==> src/rtl/spi_slave_responder_pkg.sv <==
// Shared definitions for the SPI responder: byte width, SPI modes and FSM states.
package spi_slave_responder_pkg;

    localparam int unsigned SPI_BYTE_W = 8;
    localparam int unsigned SPI_CNT_W  = $clog2(SPI_BYTE_W);

    typedef enum logic [1:0] {
        MODE0 = 2'b00,
        MODE1 = 2'b01,
        MODE2 = 2'b10,
        MODE3 = 2'b11
    } spi_mode_e;

    typedef enum logic {
        IDLE = 1'b0,
        SEL  = 1'b1
    } state_e;

endpackage

==> src/rtl/spi_slave_responder_if.sv <==
// Byte-wide TX/RX valid/ready handshake between the responder and its local user.
interface spi_slave_responder_if;
    import spi_slave_responder_pkg::*;

    logic [SPI_BYTE_W-1:0] tx_data_i;
    logic                  tx_valid_i;
    logic                  tx_ready_o;
    logic [SPI_BYTE_W-1:0] rx_data_o;
    logic                  rx_valid_o;
    logic                  rx_ready_i;

    modport slave (
        input  tx_data_i, tx_valid_i, rx_ready_i,
        output tx_ready_o, rx_data_o, rx_valid_o
    );

    modport master (
        output tx_data_i, tx_valid_i, rx_ready_i,
        input  tx_ready_o, rx_data_o, rx_valid_o
    );
endinterface

==> src/rtl/spi_slave_responder_sync_edge.sv <==
// Multi-flop synchronizer for an asynchronous level, followed by one-flop rise/fall detection.
module spi_sync_edge #(
    parameter int unsigned STAGES  = 2,
    parameter logic        RST_VAL = 1'b0
) (
    input  logic clk,
    input  logic rst_n,
    input  logic d_i,
    output logic rise_c_o,
    output logic fall_c_o
);

    logic [STAGES-1:0] sync_q;
    logic              prev_q;
    logic              level_c;

    assign level_c = sync_q[STAGES-1];

    always_ff @(posedge clk or negedge rst_n) begin
        if (!rst_n) begin
            sync_q <= {STAGES{RST_VAL}};
            prev_q <= RST_VAL;
        end else begin
            sync_q <= {sync_q[STAGES-2:0], d_i};
            prev_q <= level_c;
        end
    end

    assign rise_c_o = level_c & ~prev_q;
    assign fall_c_o = ~level_c & prev_q;

endmodule

==> src/rtl/spi_slave_responder.sv <==
// SPI responder: MSB-first byte exchange with a remote master, oversampled in the HCLK domain.
module spi_slave_responder
    import spi_slave_responder_pkg::*;
#(
    parameter logic [SPI_BYTE_W-1:0] TX_IDLE_BYTE = 8'hFF,
    parameter int unsigned           SYNC_STAGES  = 2
) (
    input  logic                        HCLK,
    input  logic                        HRESETn,
    input  logic                        cpol_i,
    input  logic                        cpha_i,
    input  logic                        SPI_CLK_i,
    input  logic                        SPI_SS_i,
    input  logic                        SPI_MOSI_i,
    output logic                        SPI_MISO_o,
    output logic                        SPI_MISO_oe_o,
    spi_slave_responder_if.slave        bus,
    input  logic                        clr_flags_i,
    output logic                        rx_overrun_o,
    output logic                        tx_underrun_o,
    output logic                        busy_o
);

    logic clk_rise_c, clk_fall_c, ss_rise_c, ss_fall_c;
    logic lead_c, trail_c, sample_c, shift_c, load_c, mosi_c;

    logic [SYNC_STAGES-1:0] mosi_sync_q;

    state_e                state_q, state_d;
    logic [SPI_CNT_W-1:0]  bit_cnt_q, bit_cnt_d;
    logic [SPI_BYTE_W-1:0] rx_shift_q, rx_shift_d;
    logic [SPI_BYTE_W-1:0] tx_shift_q, tx_shift_d;
    logic [SPI_BYTE_W-1:0] hold_q, hold_d;
    logic                  tx_empty_q, tx_empty_d;
    logic [SPI_BYTE_W-1:0] rx_data_q, rx_data_d;
    logic                  rx_valid_q, rx_valid_d;
    logic                  rx_done_q, rx_done_d;
    logic                  ovr_q, ovr_d;
    logic                  und_q, und_d;
    logic                  oe_q, oe_d;
    logic                  busy_q, busy_d;

    // SCLK idles at an unknown level after reset; SS idles high so reset never looks like a select.
    spi_sync_edge #(.STAGES(SYNC_STAGES), .RST_VAL(1'b0)) u_clk_sync (
        .clk(HCLK), .rst_n(HRESETn), .d_i(SPI_CLK_i), .rise_c_o(clk_rise_c), .fall_c_o(clk_fall_c)
    );

    spi_sync_edge #(.STAGES(SYNC_STAGES), .RST_VAL(1'b1)) u_ss_sync (
        .clk(HCLK), .rst_n(HRESETn), .d_i(SPI_SS_i), .rise_c_o(ss_rise_c), .fall_c_o(ss_fall_c)
    );

    assign mosi_c   = mosi_sync_q[SYNC_STAGES-1];
    assign lead_c   = cpol_i ? clk_fall_c : clk_rise_c;
    assign trail_c  = cpol_i ? clk_rise_c : clk_fall_c;
    assign sample_c = cpha_i ? trail_c : lead_c;
    assign shift_c  = cpha_i ? lead_c  : trail_c;

    always_ff @(posedge HCLK or negedge HRESETn) begin
        if (!HRESETn) begin
            mosi_sync_q <= '0;
            state_q     <= IDLE;
            bit_cnt_q   <= '0;
            rx_shift_q  <= '0;
            tx_shift_q  <= '0;
            hold_q      <= '0;
            tx_empty_q  <= 1'b1;
            rx_data_q   <= '0;
            rx_valid_q  <= 1'b0;
            rx_done_q   <= 1'b0;
            ovr_q       <= 1'b0;
            und_q       <= 1'b0;
            oe_q        <= 1'b0;
            busy_q      <= 1'b0;
        end else begin
            mosi_sync_q <= {mosi_sync_q[SYNC_STAGES-2:0], SPI_MOSI_i};
            state_q     <= state_d;
            bit_cnt_q   <= bit_cnt_d;
            rx_shift_q  <= rx_shift_d;
            tx_shift_q  <= tx_shift_d;
            hold_q      <= hold_d;
            tx_empty_q  <= tx_empty_d;
            rx_data_q   <= rx_data_d;
            rx_valid_q  <= rx_valid_d;
            rx_done_q   <= rx_done_d;
            ovr_q       <= ovr_d;
            und_q       <= und_d;
            oe_q        <= oe_d;
            busy_q      <= busy_d;
        end
    end

    always_comb begin
        state_d    = state_q;
        bit_cnt_d  = bit_cnt_q;
        rx_shift_d = rx_shift_q;
        tx_shift_d = tx_shift_q;
        hold_d     = hold_q;
        tx_empty_d = tx_empty_q;
        rx_data_d  = rx_data_q;
        rx_valid_d = rx_valid_q;
        rx_done_d  = 1'b0;
        ovr_d      = ovr_q;
        und_d      = und_q;
        oe_d       = oe_q;
        load_c     = 1'b0;

        // Clear first so a coincident flag event below still wins.
        if (clr_flags_i) begin
            ovr_d = 1'b0;
            und_d = 1'b0;
        end

        if (rx_valid_q && bus.rx_ready_i) begin
            rx_valid_d = 1'b0;
        end
        if (rx_done_q) begin
            rx_data_d  = rx_shift_q;
            rx_valid_d = 1'b1;
            if (rx_valid_q && !bus.rx_ready_i) begin
                ovr_d = 1'b1;
            end
        end

        case (state_q)
            IDLE: begin
                if (ss_fall_c) begin
                    state_d   = SEL;
                    oe_d      = 1'b1;
                    bit_cnt_d = '0;
                    load_c    = ~cpha_i;
                end
            end
            SEL: begin
                if (ss_rise_c) begin
                    state_d    = IDLE;
                    oe_d       = 1'b0;
                    bit_cnt_d  = '0;
                    tx_shift_d = '0;
                    rx_shift_d = '0;
                end else if (sample_c) begin
                    rx_shift_d = {rx_shift_q[SPI_BYTE_W-2:0], mosi_c};
                    bit_cnt_d  = bit_cnt_q + SPI_CNT_W'(1);
                    rx_done_d  = (bit_cnt_q == SPI_CNT_W'(SPI_BYTE_W-1));
                end else if (shift_c) begin
                    if (bit_cnt_q == '0) begin
                        load_c = 1'b1;
                    end else begin
                        tx_shift_d = {tx_shift_q[SPI_BYTE_W-2:0], 1'b0};
                    end
                end
            end
            default: state_d = IDLE;
        endcase

        if (load_c) begin
            if (!tx_empty_q) begin
                tx_shift_d = hold_q;
                tx_empty_d = 1'b1;
            end else begin
                tx_shift_d = TX_IDLE_BYTE;
                und_d      = 1'b1;
            end
        end

        // A write racing a load lands in holding for the following byte.
        if (bus.tx_valid_i && tx_empty_q) begin
            hold_d     = bus.tx_data_i;
            tx_empty_d = 1'b0;
        end

        busy_d = (state_d == SEL) && (bit_cnt_d != '0);
    end

    assign SPI_MISO_o     = tx_shift_q[SPI_BYTE_W-1];
    assign SPI_MISO_oe_o  = oe_q;
    assign bus.tx_ready_o = tx_empty_q;
    assign bus.rx_data_o  = rx_data_q;
    assign bus.rx_valid_o = rx_valid_q;
    assign rx_overrun_o   = ovr_q;
    assign tx_underrun_o  = und_q;
    assign busy_o         = busy_q;

endmodule
==> src/flat_wrapper.sv <==
// flat-port wrapper written by rule: the top's interface ports become plain ports
module spi_slave_responder_flat import spi_slave_responder_pkg::*;
#(
    parameter logic [SPI_BYTE_W-1:0] TX_IDLE_BYTE = 8'hFF,
    parameter int unsigned           SYNC_STAGES  = 2
)
  (HCLK, HRESETn, cpol_i, cpha_i, SPI_CLK_i, SPI_SS_i, SPI_MOSI_i, SPI_MISO_o, SPI_MISO_oe_o, clr_flags_i, rx_overrun_o, tx_underrun_o, busy_o, bus_tx_data_i, bus_tx_valid_i, bus_rx_ready_i, bus_tx_ready_o, bus_rx_data_o, bus_rx_valid_o);
  spi_slave_responder_if bus_i ();
  input  logic HCLK;
  input  logic HRESETn;
  input  logic cpol_i;
  input  logic cpha_i;
  input  logic SPI_CLK_i;
  input  logic SPI_SS_i;
  input  logic SPI_MOSI_i;
  output logic SPI_MISO_o;
  output logic SPI_MISO_oe_o;
  input  logic clr_flags_i;
  output logic rx_overrun_o;
  output logic tx_underrun_o;
  output logic busy_o;
  input wire logic [$bits(bus_i.tx_data_i)-1:0] bus_tx_data_i;
  input wire logic [$bits(bus_i.tx_valid_i)-1:0] bus_tx_valid_i;
  input wire logic [$bits(bus_i.rx_ready_i)-1:0] bus_rx_ready_i;
  output wire logic [$bits(bus_i.tx_ready_o)-1:0] bus_tx_ready_o;
  output wire logic [$bits(bus_i.rx_data_o)-1:0] bus_rx_data_o;
  output wire logic [$bits(bus_i.rx_valid_o)-1:0] bus_rx_valid_o;
  assign bus_i.tx_data_i = bus_tx_data_i;
  assign bus_i.tx_valid_i = bus_tx_valid_i;
  assign bus_i.rx_ready_i = bus_rx_ready_i;
  assign bus_tx_ready_o = bus_i.tx_ready_o;
  assign bus_rx_data_o = bus_i.rx_data_o;
  assign bus_rx_valid_o = bus_i.rx_valid_o;
  spi_slave_responder #(.TX_IDLE_BYTE(TX_IDLE_BYTE), .SYNC_STAGES(SYNC_STAGES)) u_core (.HCLK(HCLK), .HRESETn(HRESETn), .cpol_i(cpol_i), .cpha_i(cpha_i), .SPI_CLK_i(SPI_CLK_i), .SPI_SS_i(SPI_SS_i), .SPI_MOSI_i(SPI_MOSI_i), .SPI_MISO_o(SPI_MISO_o), .SPI_MISO_oe_o(SPI_MISO_oe_o), .bus(bus_i), .clr_flags_i(clr_flags_i), .rx_overrun_o(rx_overrun_o), .tx_underrun_o(tx_underrun_o), .busy_o(busy_o));
endmodule
==> config.mk <==
export PLATFORM = sky130hd
export DESIGN_NAME = spi_slave_responder_flat
export DESIGN_NICKNAME = d
export VERILOG_FILES = /design/src/rtl/spi_slave_responder_pkg.sv /design/src/rtl/spi_slave_responder_if.sv /design/src/rtl/spi_slave_responder_sync_edge.sv /design/src/rtl/spi_slave_responder.sv /design/src/flat_wrapper.sv
export SDC_FILE = /design/constraint.sdc
export NUM_CORES = 1
export LEC_CHECK = 0
export ABC_AREA = 1
export CAP_MARGIN = 30
export CORE_MARGIN = 3
export CORE_UTILIZATION = 58
export DETAILED_ROUTE_END_ITERATION = 10
export PLACE_DENSITY = 0.89
export RECOVER_POWER = 25
export SETUP_SLACK_MARGIN = 0.2
export SYNTH_ARGS = -nofsm -noshare
export SYNTH_HDL_FRONTEND = slang
export SYNTH_SLANG_ARGS = --single-unit
==> constraint.sdc <==
create_clock -name HCLK -period 2.2 [get_ports HCLK]
set_input_delay 0.66 -clock HCLK [delete_from_list [all_inputs] [get_ports HCLK]]
set_output_delay 0.66 -clock HCLK [all_outputs]
set_load 0.03 [all_outputs]
# Word level (Yosys, flattened, before mapping)
# Cells that the tools add are included.
# word_totals
elab_cells,91
out_inout_bits,15
ff_bits,51
input_bits,18
# op_classes
addsub,1
mux,42
reduce_logical,15
bitwise,10
eq_ne,5
# ops
cell,count
two-way mux 8 bit,9
two-way mux 1 bit,26
two-way mux 3 bit,3
nonzero test 2 bit,4
inverter 1 bit,6
one-hot mux 1 bit (2 select lines),3
one-hot mux 3 bit (2 select lines),1
nonzero test 3 bit,2
AND 1 bit,4
logical AND 1 bit,4
"!= test 2 x 1 -> 1 bit, second input constant",2
AND reduction 2 bit,2
AND reduction 4 bit,1
"adder 3 x 1 -> 3 bit, second input constant",1
"== test 3 bit, second input constant",1
logical NOT 3 bit,1
"!= test 3 x 1 -> 1 bit, second input constant",1
"!= test 3 x 2 -> 1 bit, second input constant",1
logical NOT 1 bit,1

# Logic depth before layout (Yosys ltp)
# logic_depth
depth_word,10
ltp_mapped,10
mapped_depth_nobuf,10

# Hierarchy
# A second synthesis with hierarchy kept.
# hier_totals
cells_unflattened,265
area_unflattened_um2,2277.2
# by_module_without_submodules
module,seq_area_each_um2,area_each_um2,cells_each,n_inst
spi_slave_responder,1127.3,2093.3,251,1
spi_sync_edge (u_core.u_ss_sync),78.8,93.8,7,1
spi_sync_edge (u_core.u_clk_sync),75.1,90.1,7,1

# Worst setup path before layout
# No wires, ideal clock.
# synth_path
path_kind,input to register
start,in cpol_i
end,reg u_core.tx_shift_q[7]
slack_ns,0.649
setup_ns,0.117
required_ns,2.083
cell_stages,10
arrival_time_ns,1.434
cell_sequence,inv_1 -> nand3_1 -> nand2_1 -> nand2_2 -> nand2_1 -> nand4_4 -> nand3_1 -> nand2_1 -> nand2_1 -> nand2_1
# synth_via
elab_chain_cells,8
# synth_rtl
item,line,source
start: declaration,flat_wrapper.sv:11,input logic cpol_i;
two-way mux 1 bit (on tied branches),"spi_slave_responder.sv:54, spi_slave_responder.sv:53",
two-way mux 1 bit,spi_slave_responder.sv:56,assign shift_c = cpha_i ? lead_c : trail_c;
two-way mux 1 bit,spi_slave_responder.sv:144,end else if (shift_c) begin
two-way mux 1 bit,spi_slave_responder.sv:140,end else if (sample_c) begin
two-way mux 1 bit,spi_slave_responder.sv:134,if (ss_rise_c) begin
one-hot mux 1 bit (2 select lines),spi_slave_responder.sv:124,case (state_q)
"!= test 3 x 2 -> 1 bit (no line), or another cell as far along",-,
AND reduction 4 bit (no line),-,
end signal: assignment,spi_slave_responder.sv:79,tx_shift_q <= tx_shift_d;
end: declaration,spi_slave_responder.sv:32,"logic [SPI_BYTE_W-1:0] tx_shift_q, tx_shift_d;"
# Several ways; a longest one is shown, not always the timed one.
# A chain may end at the register's enable or synchronous reset.

# Worst setup path after layout
# layout_path
start,"reg u_core.tx_empty_q, in the netlist u_core.bus.tx_ready_o"
end,out bus_tx_ready_o
# layout_lines
item,line,source
start: declaration,spi_slave_responder.sv:34,"logic tx_empty_q, tx_empty_d;"
start signal: assignment,spi_slave_responder.sv:81,tx_empty_q <= tx_empty_d;
end: declaration,flat_wrapper.sv:25,output wire logic [$bits(bus_i.tx_ready_o)-1:0] bus_tx_ready_o;
# No word-level cell between the ends.

==> results by group <==
Finish
  • Layout cell share with drive strength beyond 1: 0.154
  • Most common cell after layout, fill and taps aside: nand2_1
  • Ant diodes: 0
  • Post-route cell area: roughly 2900 um^2
  • Most frequent cells in the layout: nand2_1 (66), dfrtp_1 (47), inv_1 (39)
  • Nets: 325
  • Fill cell count: around 260
  • Syn-to-layout area delta: 21.7%

Critical path
  • Cells along the critical path: dlygate4sd2_1
  • Crit path DAT: 1.29 ns
  • CP max stage cell: dfstp_2
  • CP peak stage delay: 0.59 ns
  • Worst Path Buf+Inv: 1
  • Reg2reg setup slack: 0.55 ns
  • Worst Setup Path Type: reg2out
  • CP Max Fanout: 6
  • CP Capture Type: primary output
  • Worst setup SP type: flip-flop
  • CP delay by family, top: flip-flops
  • Critical path required time: 1.54 ns

Global route
  • Vias in the first global route: roughly 1700
  • First-pass GRT wire length: around 7600 um
  • Largest net degree at the start of global routing: 32
  • GRT Util Overall: 0.197
  • Total global routing overflow: 0
  • Initial antenna violation count: 0

Clock tree
  • Postcts setup bufs: 0
  • CTS tree: done
  • Reg clk slew, reported paths: about 0.080 ns
  • # resized after CTS: 8
  • CTS H-tree lvls: 2
  • CTS root buf: clkbuf_8
  • CTS Buf Count: 5
  • Num Clock Sinks: 51
  • Hold-fix buffers, CTS: 0
  • Clk buf depth: 2
  • Clk Latency, worst-skew pair: 0.30 ns

Pwr
  • Max VDD drop: 0.528 mV
  • Leak: 1.59 nW
  • PwrDens: 859 nW/um^2

Synth
  • Post-Synthesis Cells: 263
  • Syn Area/Cell: 8.97 um^2
  • Seq/Total Area, Yosys: 0.543
  • Largest family of logic cells by synthesized area: simple AND/OR/NAND/NOR gates
  • Multiplexer share of the synthesized area: 0.00477
  • XOR/XNOR Fraction of Synth Area: 0
  • Adder-cell share of the synthesized area: 0.0159
  • Yosys reg bits: 51
  • Mapped Nets: 284
  • Compound-Gate Fraction of Synth Area: 0.0950
  • YS warnings: 0
  • Synth Area in Simple Gates: 0.263
  • Synthesized area: ~2400 um^2
  • Post-synth cell types: 30

Timing
  • Slew of the pin with the lowest slew margin: 1.16 ns
  • Setup ws final: 0.245 ns
  • Max-slew violations: 0
  • Hold violation total from the final report: 0
  • RSZ-0062 raised after global routing: false
  • Fmax: 512 MHz
  • Endpoints failing setup: 0
  • Crit share post-route: 0.889
  • Final worst path period need: 1.95 ns
  • Worst hold slack: 0.352 ns
  • Setup Skew: 0.00667 ns
  • Max_slew headroom: 0.228

Placement
  • Port bufs: 32
  • Placed Area: 2770 um^2
  • Minimum setup slack after placement: -0.0162 ns
  • Routability Congestion: 0.943
  • HPWL after DPL: around 3300 um

Floorplanning
  • Core area: 3800 um^2
  • Die footprint: 4870 um^2
  • Die Height: 69.8 um
  • Chip width: 69.8 um
  • Initial Util: 0.621
  • Rows: 22
  • IO Pins: 33

Detailed routing
  • Drt total wl: 4430 um
  • Post-route ant nets: 0
  • Drt drc: 0
  • Routed wire per std cell: 12.5 um
  • Vias per cell: 5.09
  • Via count: 1798
  • Initial DRC count: around 160
  • First-pass DRT Iterations: 4

Min path
  • Min-Delay Path Class: reg2reg

Flow run
  • Max_cap viols: 0

Run status
  • Status: finished, final reports clean
-- cells in the mapped netlist, drive strengths merged --
library cell	n	area, um^2
a21oi	9	67.6
clkbuf	2	7.51
clkinv	2	8.75
dfrtp	47	1180
dfstp	4	105
ha	3	37.5
inv	44	168
mux2	1	11.3
nand2	75	309
nand3	26	150
nand3b	1	7.51
nand4	3	40.0
nor2	22	114
o21ai	16	106
o22ai	8	50.1
-- cell families after synthesis --
logic type	count (synthesis)
AOI/OAI and AO/OA	33
DFF	51
and+or+nand+nor	127
adders and majority gates	3
buffers and inverters	48
muxes	1
-- sequential cells by signal, summed over array words and instances, names as in the netlist, 2 cells and up --
signal / cells
u_core.tx_shift_q: 8
u_core.u_clk_sync.sync_q: 2
u_core.u_ss_sync.sync_q: 2
u_core.bus.rx_data_o: 8
u_core.hold_q: 8
u_core.rx_shift_q: 8
u_core.bit_cnt_q: 3
u_core.mosi_sync_q: 2
-- metrics by stage --
| step | power, W | std cells | utilization | TNS (ns) |
|---|---|---|---|---|
| 2_1_floorplan | 0.00175 | 263 | - | 0 |
| 3_3_place_gp | 0.00196 | 345 | 0.729 | 0 |
| 3_5_place_dp | 0.00199 | 345 | 0.729 | -0.0485 |
| 4_1_cts | 0.00248 | 353 | 0.749 | 0 |
| 5_1_grt | 0.00266 | 353 | 0.756 | 0 |
| 6_report | 0.00246 | 353 | 0.756 | 0 |
-- area by class of cell --
cell class / instances / area, um^2 / share of cell area
sequential: 51 / 1280 / 0.446
tap: 48 / 60.1 / 0.0209
multi-input combinational: 164 / 903 / 0.315
clock buffer: 6 / 72.6 / 0.0253
timing repair buffer: 36 / 364 / 0.127
inverter: 46 / 176 / 0.0615
clock inverter: 2 / 12.5 / 0.00436
-- worst paths after layout --
| path | startpoint | to | cells past startpoint |
|---|---|---|---|
| min in group asynchronous | HRESETn | u_core.tx_shift_q[2] | 1 |
| hold / removal | u_core.mosi_sync_q[0] | u_core.mosi_sync_q[1] | 0 |
| setup reg to reg | u_core.bit_cnt_q[1] | u_core.tx_shift_q[4] | 10 |
| hold reg to reg | u_core.mosi_sync_q[0] | u_core.mosi_sync_q[1] | 0 |
| max in group asynchronous | HRESETn | u_core.u_ss_sync.sync_q[0] | 2 |
| setup / recovery | u_core.bus.tx_ready_o | bus_tx_ready_o | 1 |
-- report_power, final --
part | switching, W | leakage (nW) | internal [W] | total [W]
Sequential | 0.0000975 | 0.642 | 0.00113 | 0.00123
Combinational | 0.000449 | 0.907 | 0.000273 | 0.000722
Clock | 0.000292 | 0.0412 | 0.000223 | 0.000514
-- metal layers --
layer / GRT usage / up-vias / share of wire
met4: 0.0702 / 0 / 0.020
met3: 0.0464 / 9 / 0.038
met1: 0.259 / 845 / 0.45
li1: - / 909 / -
met5: 0 / - / 0
met2: 0.319 / 35 / 0.50
(Power assumes the default switching activity.)
